--- config.mk ---
export PLATFORM = sky130hd
export DESIGN_NAME = aim_batch_scheduler
export DESIGN_NICKNAME = d
export VERILOG_FILES = /design/src/rtl/aim_batch_scheduler.sv
export SDC_FILE = /design/constraint.sdc
export NUM_CORES = 1
export LEC_CHECK = 0
export CELL_PAD_IN_SITES_DETAIL_PLACEMENT = 1
export CELL_PAD_IN_SITES_GLOBAL_PLACEMENT = 1
export CORE_MARGIN = 2
export CORE_UTILIZATION = 43
export DETAILED_ROUTE_END_ITERATION = 10
export MAX_ROUTING_LAYER = met4
export PLACE_DENSITY = 0.83
export SLEW_MARGIN = 20
export SYNTH_ARGS = -nofsm -noshare
export SYNTH_HDL_FRONTEND = slang
export SYNTH_SLANG_ARGS = --single-unit
--- constraint.sdc ---
create_clock -name i_clk -period 22.9 [get_ports i_clk]
set_input_delay 6.87 -clock i_clk [delete_from_list [all_inputs] [get_ports i_clk]]
set_output_delay 6.87 -clock i_clk [all_outputs]
set_load 0.05 [all_outputs]
--- src/rtl/aim_batch_scheduler.sv ---
`timescale 1ns/1ps
// Streams the word dictionary through the AIM engine 32 words per batch: 33-cycle SRAM load, start pulse, wait, drain.
// Drain emits one (idx,pos) record per matched slot; a low i_res_ready freezes the record and the slot counter.
module aim_batch_scheduler #(
    parameter int W_C_BITWIDTH = 5,
    parameter int IA_CHANNEL   = 8,
    parameter int W_C_LENGTH   = 256,
    localparam int ITE_W = $clog2(IA_CHANNEL) + 1,
    localparam int AW    = $clog2(W_C_LENGTH)
) (
    input  logic                    i_clk,
    input  logic                    i_rst,
    input  logic                    i_req,
    input  logic [ITE_W-1:0]        i_ite,
    output logic                    o_busy,
    output logic                    o_done,
    output logic [AW:0]             o_match_cnt,
    output logic                    o_wmem_rd,
    output logic [AW-1:0]           o_wmem_addr,
    input  logic [W_C_BITWIDTH-1:0] i_wmem_rdata,
    output logic                    o_aim_start,
    output logic [ITE_W-1:0]        o_aim_ite,
    output logic [W_C_BITWIDTH-1:0] o_aim_word [0:31],
    input  logic                    i_aim_finish,
    input  logic                    i_aim_valid [0:31],
    input  logic [8:0]              i_aim_pos [0:31],
    output logic                    o_res_valid,
    input  logic                    i_res_ready,
    output logic [AW-1:0]           o_res_idx,
    output logic [8:0]              o_res_pos
);

    typedef enum logic [2:0] {
        ST_IDLE, ST_LOAD, ST_START, ST_WAIT, ST_DRAIN, ST_DONE
    } state_t;

    localparam logic [AW-1:0] BATCH_STEP = AW'(32);
    localparam logic [AW-1:0] LAST_BASE  = AW'(W_C_LENGTH - 32);
    localparam logic [AW:0]   CNT_ONE    = (AW+1)'(1);

    state_t        state;
    logic [5:0]    k;
    logic [4:0]    s;
    logic [4:0]    s_nx;
    logic [AW-1:0] b_base;          // batch number times 32
    logic [31:0]   cap_v;
    logic [8:0]    cap_p [0:31];

    assign s_nx = s + 5'd1;

    always_ff @(posedge i_clk) begin
        if (i_rst) begin
            state       <= ST_IDLE;
            o_busy      <= 1'b0;
            o_done      <= 1'b0;
            o_match_cnt <= '0;
            o_wmem_rd   <= 1'b0;
            o_wmem_addr <= '0;
            o_aim_start <= 1'b0;
            o_aim_ite   <= '0;
            o_res_valid <= 1'b0;
            o_res_idx   <= '0;
            o_res_pos   <= '0;
            k           <= '0;
            s           <= '0;
            b_base      <= '0;
            cap_v       <= '0;
            for (int i = 0; i < 32; i++) begin
                o_aim_word[i] <= '0;
                cap_p[i]      <= '0;
            end
        end else begin
            o_done      <= 1'b0;
            o_aim_start <= 1'b0;
            unique case (state)
                ST_IDLE: begin
                    if (i_req) begin
                        state       <= ST_LOAD;
                        o_busy      <= 1'b1;
                        o_aim_ite   <= i_ite;
                        o_match_cnt <= '0;
                        b_base      <= '0;
                        k           <= '0;
                        o_wmem_rd   <= 1'b1;
                        o_wmem_addr <= '0;
                    end
                end
                ST_LOAD: begin
                    // read data lags the address by one cycle, so slot k-1 lands while k is issued
                    if (k != 6'd0) begin
                        o_aim_word[k[4:0] - 5'd1] <= i_wmem_rdata;
                    end
                    if (k == 6'd32) begin
                        state       <= ST_START;
                        o_aim_start <= 1'b1;
                    end else begin
                        k         <= k + 6'd1;
                        o_wmem_rd <= (k != 6'd31);
                        if (k != 6'd31) begin
                            o_wmem_addr <= b_base + AW'(k + 6'd1);
                        end
                    end
                end
                ST_START: begin
                    state <= ST_WAIT;
                end
                ST_WAIT: begin
                    if (i_aim_finish) begin
                        for (int i = 0; i < 32; i++) begin
                            cap_v[i] <= i_aim_valid[i];
                            cap_p[i] <= i_aim_pos[i];
                        end
                        state       <= ST_DRAIN;
                        s           <= '0;
                        o_res_valid <= i_aim_valid[0];
                        o_res_idx   <= b_base;
                        o_res_pos   <= i_aim_pos[0];
                    end
                end
                ST_DRAIN: begin
                    // an empty slot retires immediately; a valid one waits for the handshake
                    if (!o_res_valid || i_res_ready) begin
                        if (o_res_valid) begin
                            o_match_cnt <= o_match_cnt + CNT_ONE;
                        end
                        if (s == 5'd31) begin
                            o_res_valid <= 1'b0;
                            if (b_base == LAST_BASE) begin
                                state  <= ST_DONE;
                                o_done <= 1'b1;
                            end else begin
                                state       <= ST_LOAD;
                                b_base      <= b_base + BATCH_STEP;
                                k           <= '0;
                                o_wmem_rd   <= 1'b1;
                                o_wmem_addr <= b_base + BATCH_STEP;
                            end
                        end else begin
                            s           <= s_nx;
                            o_res_valid <= cap_v[s_nx];
                            o_res_idx   <= b_base + AW'(s_nx);
                            o_res_pos   <= cap_p[s_nx];
                        end
                    end
                end
                ST_DONE: begin
                    state  <= ST_IDLE;
                    o_busy <= 1'b0;
                end
                default: state <= ST_IDLE;
            endcase
        end
    end

endmodule

Yosys cells after proc, flatten, opt, wreduce, memory -nomap -nowiden --
Memories as Yosys holds them, arrays and structs flattened. Cells that the tools add are included.
Word-level totals: memories 1, input port bits 334, register bits 257, memory bits (writable) 288, output and inout bits 203
Operators by class: bitwise logic cells 37, mux-type cells 93, $lt $le $gt $ge 3, $add $sub $neg 8, reduce and logical (&&, ||, !) cells 22, equality and inequality tests 19
Memories:
- cap_p | words 32, bits a word 9, rd ports 1, clocked after memory_dff 0, write ports 32, line 47 | logic [8:0] cap_p [0:31];
Operators by type and width (number):
- $mux 9 | 38
- $bwmux 160 | 1
- $mux 8 | 9
- $pmux 9 s2 | 2
- $or 1x1->1 | 32
- $pmux 8 s2 | 2
- $mux 6 | 5
- $demux 5 s5 | 1
- $pmux 8 s3 | 1
- $mux 5 | 4
- $ne 2x2->1 const B | 10
- $mux 3 | 6
- $pmux 6 s3 | 1
- $mux 1 | 17
- $pmux 3 s5 | 1
- $pmux 5 s2 | 1
- $reduce_and 5->1 | 2
- $add 9x1->9 const B | 1
- $add 8x5->8 | 1
- $add 8x6->8 const B | 1
- $add 8x7->8 | 1
- $eq 8x8->1 const B | 1
- $reduce_and 2->1 | 4
- $reduce_and 4->1 | 2
- 30 further kinds | 38

Longest topological paths before layout --
Gate-level depths: netlist of the first run.
word-level depth 7, gate-level depth with buffers 11, mapped depth without buffers 8

Worst setup path before layout of the first run --
OpenSTA, ideal clock, no wires.
kind input to register, start point input port i_rst, end point memory cap_p[0][0] (enable), library setup time 0.701 ns, buffers on the path 2, stages 3, data arrival time 14.301 ns, required time 22.199 ns, setup slack 7.897 ns, cells stage by stage clkbuf_1 clkbuf_1 nand2b_1
RTL lines:
- start: declaration | line 12 | input logic i_rst,
- end: declaration | line 47

==> results of run 1 <==
-- layout make-up --
type,count,area [um^2]
flip-flops and latches,540,13700
clock inverters,21,216
well taps,696,871
diodes,16,40.0
fillers,5386,22600
clock buffers,86,1610
multi-input cells,1225,8930
repair buffers,554,5510
inverters,8,30.0
-- flip-flops by register name, indices dropped and copies added, names as in the netlist, 3 cells and up --
name and flops:
o_match_cnt 9, k 6, o_aim_ite 4, o_res_pos 9
cap_p 288, cap_v 32, state 3, s 5
o_wmem_addr 8, o_res_idx 8, b_base 3, o_aim_word 160
-- cells in the mapped netlist, types with 6 or more instances --
cell and instances:
nand3_1 39, nor3_1 21, inv_1 7, and2_1 168, nor2_4 20, ha_1 13, nor4b_1 9, and3_1 7
o21ai_0 11, edfxtp_1 288, xnor2_1 12, nor2b_1 127, nand2b_1 7, clkbuf_1 97, mux4_2 80, or3_1 8
nand4_1 8, dfxtp_1 252, buf_2 27, nor2_1 184, nand2_1 168, mux2i_1 166, o22ai_1 10, a31oi_1 6
xor2_1 11, a21oi_1 107
-- power breakdown --
group | switching [mW] | internal (mW)
Clock | 0.387 | 0.528
Combinational | 0.0640 | 0.0729
Sequential | 0.0100 | 1.05
Total | 0.461 | 1.65
-- routing by layer --
layer | track usage, % | share of wire (%) | up-vias
met2 | 48.1 | 53 | 527
met3 | 4.95 | 5.5 | 149
met5 | - | 0 | -
met4 | 10.9 | 4.1 | 0
met1 | 29.9 | 38 | 8358
li1 | - | - | 7684
-- metrics by stage --
stage / hold WS, ns / worst slack (ns) / total power [mW]
2_1_floorplan: 0.433 / 7.90 / 1.14
3_3_place_gp: 0.440 / 12.20 / 1.21
3_5_place_dp: 0.448 / 12.02 / 1.21
4_1_cts: 0.457 / 12.64 / 2.12
5_1_grt: 0.466 / 12.34 / 2.17
6_report: 0.455 / 12.61 / 2.11
-- final timing paths --
kind / startpoint / to / slack [ns] / cells past startpoint
worst min register to register: cap_v[6]$_SDFFE_PP0P_ / cap_v[6]$_SDFFE_PP0P_ / 0.45 / 2
worst min-delay path: cap_v[6]$_SDFFE_PP0P_ / cap_v[6]$_SDFFE_PP0P_ / 0.45 / 2
worst max-delay path: i_aim_finish / cap_p[20][8]$_SDFFCE_PP0P_ / 12.61 / 7
worst max register to register: state[0]$_SDFFE_PP0P_ / cap_p[20][8]$_SDFFCE_PP0P_ / 18.75 / 6
-- cells by family after synthesis --
family                     after synthesis  synth area share (%)
AOI/OAI and AO/OA                      157                  4.02
buffers and inverters                  141                  2.53
muxes                                  246                  15.0
DFF                                    540                  59.2
adders and majority gates               13                 0.703
xor gates and xnor gates                23                 0.870
other                                    1                0.0162
and+or+nand+nor                        785                  17.7
-- worst min-delay path: cells and delay by family (launching register included) --
family / cells / cell delay (ns)
DFF: 1 / 0.31
and+or+nand+nor: 1 / 0.05
AOI/OAI and AO/OA: 1 / 0.05
==> results.sh, run 1 <==
export IMPL_slew_violations=0
export IMPL_syn_avg_cell_area_um2=12.1
export IMPL_yosys_warnings=0
export IMPL_ctsResizeCount=0
export IMPL_crit_chain="clkdlybuf4s50_1, nand3_1, nand2b_1, buf_4, nand2b_4, buf_4, buf_4"
export IMPL_cts_setup_buffers=0
export IMPL_critPathMaxStageDelay_ns=0.88
export IMPL_critPathKind="input pin to flop"
export IMPL_core_area_mm2=0.0535
export IMPL_design_portCount=537
export IMPL_dieArea_mm2=0.0557
export IMPL_placed_cell_area_mm2=0.0290
export IMPL_fmax_mhz=97.2
export IMPL_fin_worst_skew_ns=0.0244
export IMPL_htree_num_levels=2
export IMPL_ir_drop_uv=67.2
export IMPL_firstDrtPassIters=5
export IMPL_grt_pass1_wl_mm=110
export IMPL_drt_iter0_drc=949
export IMPL_grt_pass1_vias=18000
export IMPL_layout_commonest_cell="clkdlybuf4s50_1"
export IMPL_syn_inst=1906
export IMPL_grt_max_degree=166
export IMPL_max_slew_worst_pin_slew_ns=1.02
export IMPL_syn2layout_area_growth_pct=33.5
export IMPL_p_per_area_mw_per_mm2=68.2
export IMPL_status="finished, final reports clean"
export IMPL_cp_slowest_cell="buf_4"
export IMPL_synthArstFlopShare_pct=0
export IMPL_path_buf_inv=4
export IMPL_path_clk_slew_ns=0.06
export IMPL_placed_cells=3022
export IMPL_setup_viol_count_final=0
export IMPL_initial_utilization_pct=43.3
export IMPL_die_h_um=236
export IMPL_fin_nets=2734
export IMPL_cp_common_cell="buf_4"
export IMPL_hold_class="flop to flop"
export IMPL_grt_overflow=0
export IMPL_fin_area_mm2=0.0309
export IMPL_io_buffers=536
export IMPL_ys_ff_latch=540
export IMPL_path_delay_family="buffers and inverters"
export IMPL_fin_crit_ns=10.29
export IMPL_hold_viol=0
export IMPL_wirelength_mm=74.2
export IMPL_arrival_ns=10.52
export IMPL_core_rowCount=85
export IMPL_gp_congestion=0.827
export IMPL_clock_sinks=540
export IMPL_drive_above_1_share_pct=9.29
export IMPL_fin_cells=3146
export IMPL_yosysTopAreaCell="edfxtp_1"
export IMPL_syn_cell_area_mm2=0.0231
export IMPL_cts_made_buffers=58
export IMPL_grt_usage_pct=27.1
export IMPL_dp_hpwl_mm=53.6
export IMPL_path_max_fanout=78
export IMPL_clockBufferDepth=3
export IMPL_die_w_um=236
export IMPL_antenna_found_initial=17
export IMPL_ant_nets=0
export IMPL_ys_types=60
export IMPL_crit_path_end_kind="flop"
export IMPL_synth_ff_type="edfxtp_1"
export IMPL_synthTopCellsByArea="edfxtp_1 (37%), dfxtp_1 (22%), mux4_2 (7.8%), mux2i_1 (7.2%), and2_1 (4.5%)"
export IMPL_cap_violations=0
export IMPL_cts_root_buf="clkbuf_16"
export IMPL_layout_common_cells="clkdlybuf4s50_1 (531), edfxtp_1 (288), dfxtp_1 (251), nor2_1 (183)"
export IMPL_cp_start_kind="input pin"
export IMPL_insertion_delay_ns=0.62
export IMPL_postCtsHoldBufs=0
export IMPL_rsz0062_at_grt="false"
export IMPL_vias=16700
export IMPL_synth_edf_count=288
export IMPL_utilization_pct=57.8
export IMPL_fin_tns_setup_ns=0
export IMPL_synth_nets=2253
export IMPL_ys_seq_area_share_pct=59.2
export IMPL_avgRoutedWirePerCell_um=23.6
export IMPL_worst_slew_margin_rel_pct=32.0
export IMPL_viasPerCell=5.31
export IMPL_post_route_period_util_pct=44.9
export IMPL_worstPathRequired_ns=23.13
export IMPL_p_leak_nw=10.8
export IMPL_route_detailed_drc=0
export IMPL_synth_top_area_share_pct=37.4
export IMPL_cts_tree="yes"
Power figures use the tool's default switching activity.
==> run 2: changes to the inputs <==
CORE_UTILIZATION = 36   (was 43)
PLACE_DENSITY = 0.74   (was 0.83)
clock period = 9.2 ns   (was 22.9 ns; I/O delays follow)
==> run 2 against run 1 <==
Die area is 19% higher. Clock power rose to 2.6 times the previous value. Worst setup slack worse by 8.6 ns. Sequential power rose by 150%. Design area increased by 0.80%. Final cell count rose by 4.4%. First-iteration DRC count up 9.0%. Non-clock buffer count fell by 3.
==> results.sh, run 2 (same netlist as run 1, synthesis figures left out) <==
export IMPL_status="finished, final reports clean"
export IMPL_initial_utilization_pct=36.6
export IMPL_switching_power_mw=1.17
export IMPL_drive_above_1_share_pct=9.58
export IMPL_cts_made_buffers=59
export IMPL_wirelength_mm=73.3
export IMPL_htree_num_levels=2
export IMPL_reg_top3="cap_p x288, o_aim_word x160, cap_v x32"
export IMPL_hold_class="flop to flop"
export IMPL_path_max_fanout=68
export IMPL_switching_share_pct=21.9
export IMPL_vias=16400
export IMPL_core_area_mm2=0.0633
export IMPL_multi_input_area_mm2=0.00893
export IMPL_dp_slack_ns=3.38
export IMPL_core_rowCount=92
export IMPL_path_clk_slew_ns=0.06
export IMPL_clock_sinks=540
export IMPL_grt_pass1_wl_mm=110
export IMPL_cts_tree="yes"
export IMPL_io_buffers=536
export IMPL_seq_area_mm2=0.0137
export IMPL_p_comb_share_pct=6.4
export IMPL_firstDrtPassIters=7
export IMPL_postCtsHoldBufs=0
export IMPL_internal_power_mw=4.19
export IMPL_placed_cells=3170
export IMPL_grt_pass1_vias=17700
export IMPL_p_per_area_mw_per_mm2=172
export IMPL_hold_viol=0
export IMPL_insertion_delay_ns=0.62
export IMPL_drt_iter0_drc=1034
export IMPL_arrival_ns=5.43
export IMPL_route_detailed_drc=0
export IMPL_startpoint="i_aim_finish"
export IMPL_hp_start="o_wmem_addr[4]$_SDFFE_PP0P_"
export IMPL_worst_slew_margin_rel_pct=31.3
export IMPL_fin_cells=3283
export IMPL_cap_violations=0
export IMPL_ctsResizeCount=0
export IMPL_cts_setup_buffers=0
export IMPL_post_route_period_util_pct=56.3
export IMPL_avgRoutedWirePerCell_um=22.3
export IMPL_fmax_mhz=193
export IMPL_grt_overflow=0
export IMPL_crit_path_end_kind="flop"
export IMPL_critPathKind="input pin to flop"
export IMPL_gp_congestion=0.820
export IMPL_seq_power_share_pct=49.0
export IMPL_regToRegStartpoint="s[0]$_SDFFE_PP0P_"
export IMPL_fin_worst_skew_ns=0.0194
export IMPL_pwr_share_clk_pct=44.6
export IMPL_grt_max_degree=162
export IMPL_grt_usage_pct=22.5
export IMPL_fin_tns_setup_ns=0
export IMPL_largest_reg_flops=288
export IMPL_dp_hpwl_mm=53.1
export IMPL_design_portCount=537
export IMPL_setup_slack_ns=4.02
export IMPL_fin_nets=2732
export IMPL_slew_violations=0
export IMPL_viasPerCell=5.01
export IMPL_worstPathRequired_ns=9.45
export IMPL_clockBufferDepth=3
export IMPL_syn2layout_area_growth_pct=34.6
export IMPL_antenna_found_initial=7
export IMPL_rsz0062_at_grt="false"
export IMPL_placed_cell_area_mm2=0.0292
export IMPL_ant_nets=0
export IMPL_max_slew_worst_pin_slew_ns=1.03
export IMPL_die_h_um=258
export IMPL_cts_root_buf="clkbuf_16"
export IMPL_ir_drop_uv=151
export IMPL_fill_cells=6558
export IMPL_layout_common_cells="clkdlybuf4s50_1 (530), edfxtp_1 (288), dfxtp_1 (251), nor2_1 (183)"
export IMPL_cp_start_kind="input pin"
export IMPL_layout_commonest_cell="clkdlybuf4s50_1"
export IMPL_utilization_pct=49.2
export IMPL_dieArea_mm2=0.0663
export IMPL_die_w_um=258
export IMPL_p_leak_nw=10.9
export IMPL_fin_area_mm2=0.0311
export IMPL_setup_viol_count_final=0
export IMPL_top_register="cap_p"
export IMPL_fin_crit_ns=5.18
==> run 2: cell count changes in the layout (fill, tap and decap cells not counted), moves of 2 or more <==
cell       change
clkbuf_8       -2
bufinv_16      +3
clkbuf_1       -7
diode_2       -11
clkinv_2       +5
buf_4          -4
buf_6          +2
==> run 2: worst paths after layout <==
| path | to | slack (ns) | cells past startpoint |
|---|---|---|---|
| min reg2reg | o_wmem_addr[4]$_SDFFE_PP0P_ | 0.45 | 2 |
| max reg2reg | o_res_pos[8]$_SDFFE_PP0P_ | 5.52 | 7 |
| max | cap_p[23][6]$_SDFFCE_PP0P_ | 4.02 | 6 |
| min | o_wmem_addr[4]$_SDFFE_PP0P_ | 0.45 | 2 |
==> run 2: worst max-delay path, stage by stage <==
cell             delay (ns)
clkdlybuf4s50_1        0.52
nand3_1                0.13
nand2b_1               0.19
buf_4                  0.26
nand2b_4               0.68
buf_4                  0.79
==> run 2: layout make-up <==
cell class              count  share of cell area, %
diodes                      5                 0.0402
clock buffers              78                   5.07
clock inverters            30                   1.17
inverters                   8                 0.0964
multi-input cells        1225                   28.7
flip-flops and latches    540                   44.0
well taps                 846                   3.40
repair buffers            551                   17.6
==> run 2: stage by stage <==
step                power, mW  hold WS (ns)
floorplan                2.82         0.433
global placement         3.02         0.443
detailed placement       3.03         0.445
CTS                      5.41         0.454
global route             5.53         0.468
finish                   5.36         0.449
==> run 2: power by group through the flow <==
stage / combinational [mW] / sequential, mW / clock (mW)
detailed placement: 0.348 / 2.68 / 0
global placement: 0.343 / 2.67 / 0
floorplan: 0.127 / 2.69 / 0
finish: 0.344 / 2.63 / 2.39
global route: 0.366 / 2.63 / 2.53
CTS: 0.348 / 2.63 / 2.44
==> run 2: metal layers <==
metal | routed length, um | up-vias | track usage [%]
met2 | 38300 | 477 | 39.8
met1 | 28800 | 8177 | 25.5
met5 | 0 | - | -
met3 | 3400 | 125 | 3.63
li1 | - | 7658 | -
met4 | 2790 | 0 | 8.46
==> run 3: changes to the inputs <==
CORE_UTILIZATION = 40   (was 36)
PLACE_DENSITY = 0.78   (was 0.74)
clock period = 5.2 ns   (was 9.2 ns; I/O delays follow)
==> run 3 against run 2 <==
Die area fell by 9.9%. Largest cell class unchanged. Core utilization up 4.8 points. Worst setup slack worse by 2.3 ns. Final cell count shrank 1.9%. Clock skew rose by 0.0020 ns. Register-to-register slack worse by 3.3 ns. Power up 68%.
==> results.sh, run 3 (same netlist as run 1, synthesis figures left out) <==
export IMPL_die_w_um=245
export IMPL_io_buffers=536
export IMPL_grt_overflow=0
export IMPL_crit_path_end_kind="primary output"
export IMPL_fill_cells=5859
export IMPL_die_h_um=245
export IMPL_clockBufferDepth=3
export IMPL_core_area_mm2=0.0575
export IMPL_placed_cells=3098
export IMPL_vias=16700
export IMPL_fin_crit_ns=3.48
export IMPL_grt_usage_pct=24.6
export IMPL_rsz0062_at_grt="false"
export IMPL_arrival_ns=1.92
export IMPL_crit_chain="clkdlybuf4s50_1"
export IMPL_worstPathRequired_ns=3.64
export IMPL_path_max_fanout=2
export IMPL_max_slew_worst_pin_slew_ns=0.935
export IMPL_wirelength_mm=72.4
export IMPL_ir_drop_uv=267
export IMPL_grt_pass1_vias=17800
export IMPL_path_clk_slew_ns=0.06
export IMPL_core_rowCount=88
export IMPL_reg_top3="cap_p x288, o_aim_word x160, cap_v x32"
export IMPL_avgRoutedWirePerCell_um=22.5
export IMPL_fmax_mhz=287
export IMPL_dp_hpwl_mm=53.1
export IMPL_worst_slew_margin_rel_pct=37.2
export IMPL_p_leak_nw=10.8
export IMPL_initial_utilization_pct=40.3
export IMPL_design_portCount=537
export IMPL_critPathKind="flop to primary output"
export IMPL_cp_slowest_cell="clkdlybuf4s50_1"
export IMPL_cts_tree="yes"
export IMPL_antenna_found_initial=17
export IMPL_viasPerCell=5.17
export IMPL_route_detailed_drc=0
export IMPL_gp_congestion=0.834
export IMPL_crit_cells=1
export IMPL_ctsResizeCount=0
export IMPL_hold_viol=0
export IMPL_grt_pass1_wl_mm=108
export IMPL_post_route_period_util_pct=66.9
export IMPL_cp_start_kind="flop"
export IMPL_layout_common_cells="clkdlybuf4s50_1 (531), edfxtp_1 (288), dfxtp_1 (251), nor2_1 (183)"
export IMPL_drt_iter0_drc=889
export IMPL_cts_root_buf="clkbuf_16"
export IMPL_status="finished, final reports clean"
export IMPL_insertion_delay_ns=0.61
export IMPL_dieArea_mm2=0.0598
export IMPL_grt_max_degree=244
export IMPL_cap_violations=0
export IMPL_drive_above_1_share_pct=9.52
export IMPL_fin_nets=2739
export IMPL_fin_worst_skew_ns=0.0214
export IMPL_slew_violations=0
export IMPL_layout_commonest_cell="clkdlybuf4s50_1"
export IMPL_hold_class="flop to flop"
export IMPL_path_delay_family="buffers and inverters"
export IMPL_critPathMaxStageDelay_ns=0.95
export IMPL_firstDrtPassIters=5
export IMPL_syn2layout_area_growth_pct=34.0
export IMPL_fin_tns_setup_ns=0
export IMPL_largest_reg_flops=288
export IMPL_setup_viol_count_final=0
export IMPL_htree_num_levels=2
export IMPL_clock_sinks=540
export IMPL_reg2reg_depth=7
export IMPL_cts_setup_buffers=0
export IMPL_top_register="cap_p"
export IMPL_fin_cells=3219
export IMPL_ant_nets=0
export IMPL_cts_made_buffers=56
export IMPL_path_buf_inv=1
export IMPL_postCtsHoldBufs=0
export IMPL_p_per_area_mw_per_mm2=291
export IMPL_holdPathStages=2
[run 3: changes by cell type in the layout (fill, tap and decap cells not counted), sizes merged]
cell           change
diode             +11
buf                +9
bufinv             -7
clkinv             +3
clkbuf             -1
clkdlybuf4s50      +1
inv                +1
[run 3: layer usage]
metal / GRT usage, % / up-vias / part of all wire (%)
met2: 42.4 / 533 / 52
li1: - / 7688 / -
met3: 4.86 / 163 / 5.3
met5: - / - / 0
met4: 11.8 / 0 / 4.9
met1: 27.5 / 8271 / 38
[run 3: area by class of cell]
cell class | count | area, um^2 | share of cell area, %
well taps | 765 | 957 | 3.09
repair buffers | 561 | 5670 | 18.3
clock buffers | 77 | 1540 | 4.98
multi-input cells | 1225 | 8930 | 28.8
inverters | 8 | 30.0 | 0.0968
diodes | 16 | 40.0 | 0.129
flip-flops and latches | 540 | 13700 | 44.2
clock inverters | 27 | 151 | 0.488
[run 3: per-stage QoR]
stage          setup slack [ns]  util [%]  hold WS [ns]  instance area, um^2  power [mW]
2_1_floorplan             0.558         -         0.433                23200        4.97
3_3_place_gp               1.27      50.9         0.442                29300        5.33
3_5_place_dp               1.15      50.9         0.447                29300        5.36
4_1_cts                    1.69      53.8         0.455                30900        9.09
5_1_grt                    1.65      54.0         0.479                31000        9.31
6_report                   1.72      54.0         0.452                31000        9.02
[run 3: worst paths after layout]
check / start / to / slack (ns)
worst max register to register: s[0]$_SDFFE_PP0P_ / o_res_pos[1]$_SDFFE_PP0P_ / 2.17
worst min register to register: cap_v[16]$_SDFFE_PP0P_ / cap_v[16]$_SDFFE_PP0P_ / 0.45
worst min-delay path: cap_v[16]$_SDFFE_PP0P_ / cap_v[16]$_SDFFE_PP0P_ / 0.45
worst max-delay path: o_res_pos[8]$_SDFFE_PP0P_ / o_res_pos[8] / 1.72
[run 3: power breakdown]
part           total, mW  switching [mW]  internal [mW]
clock               3.75            1.68           2.07
combinational      0.617           0.287          0.330
sequential          4.65          0.0435           4.60
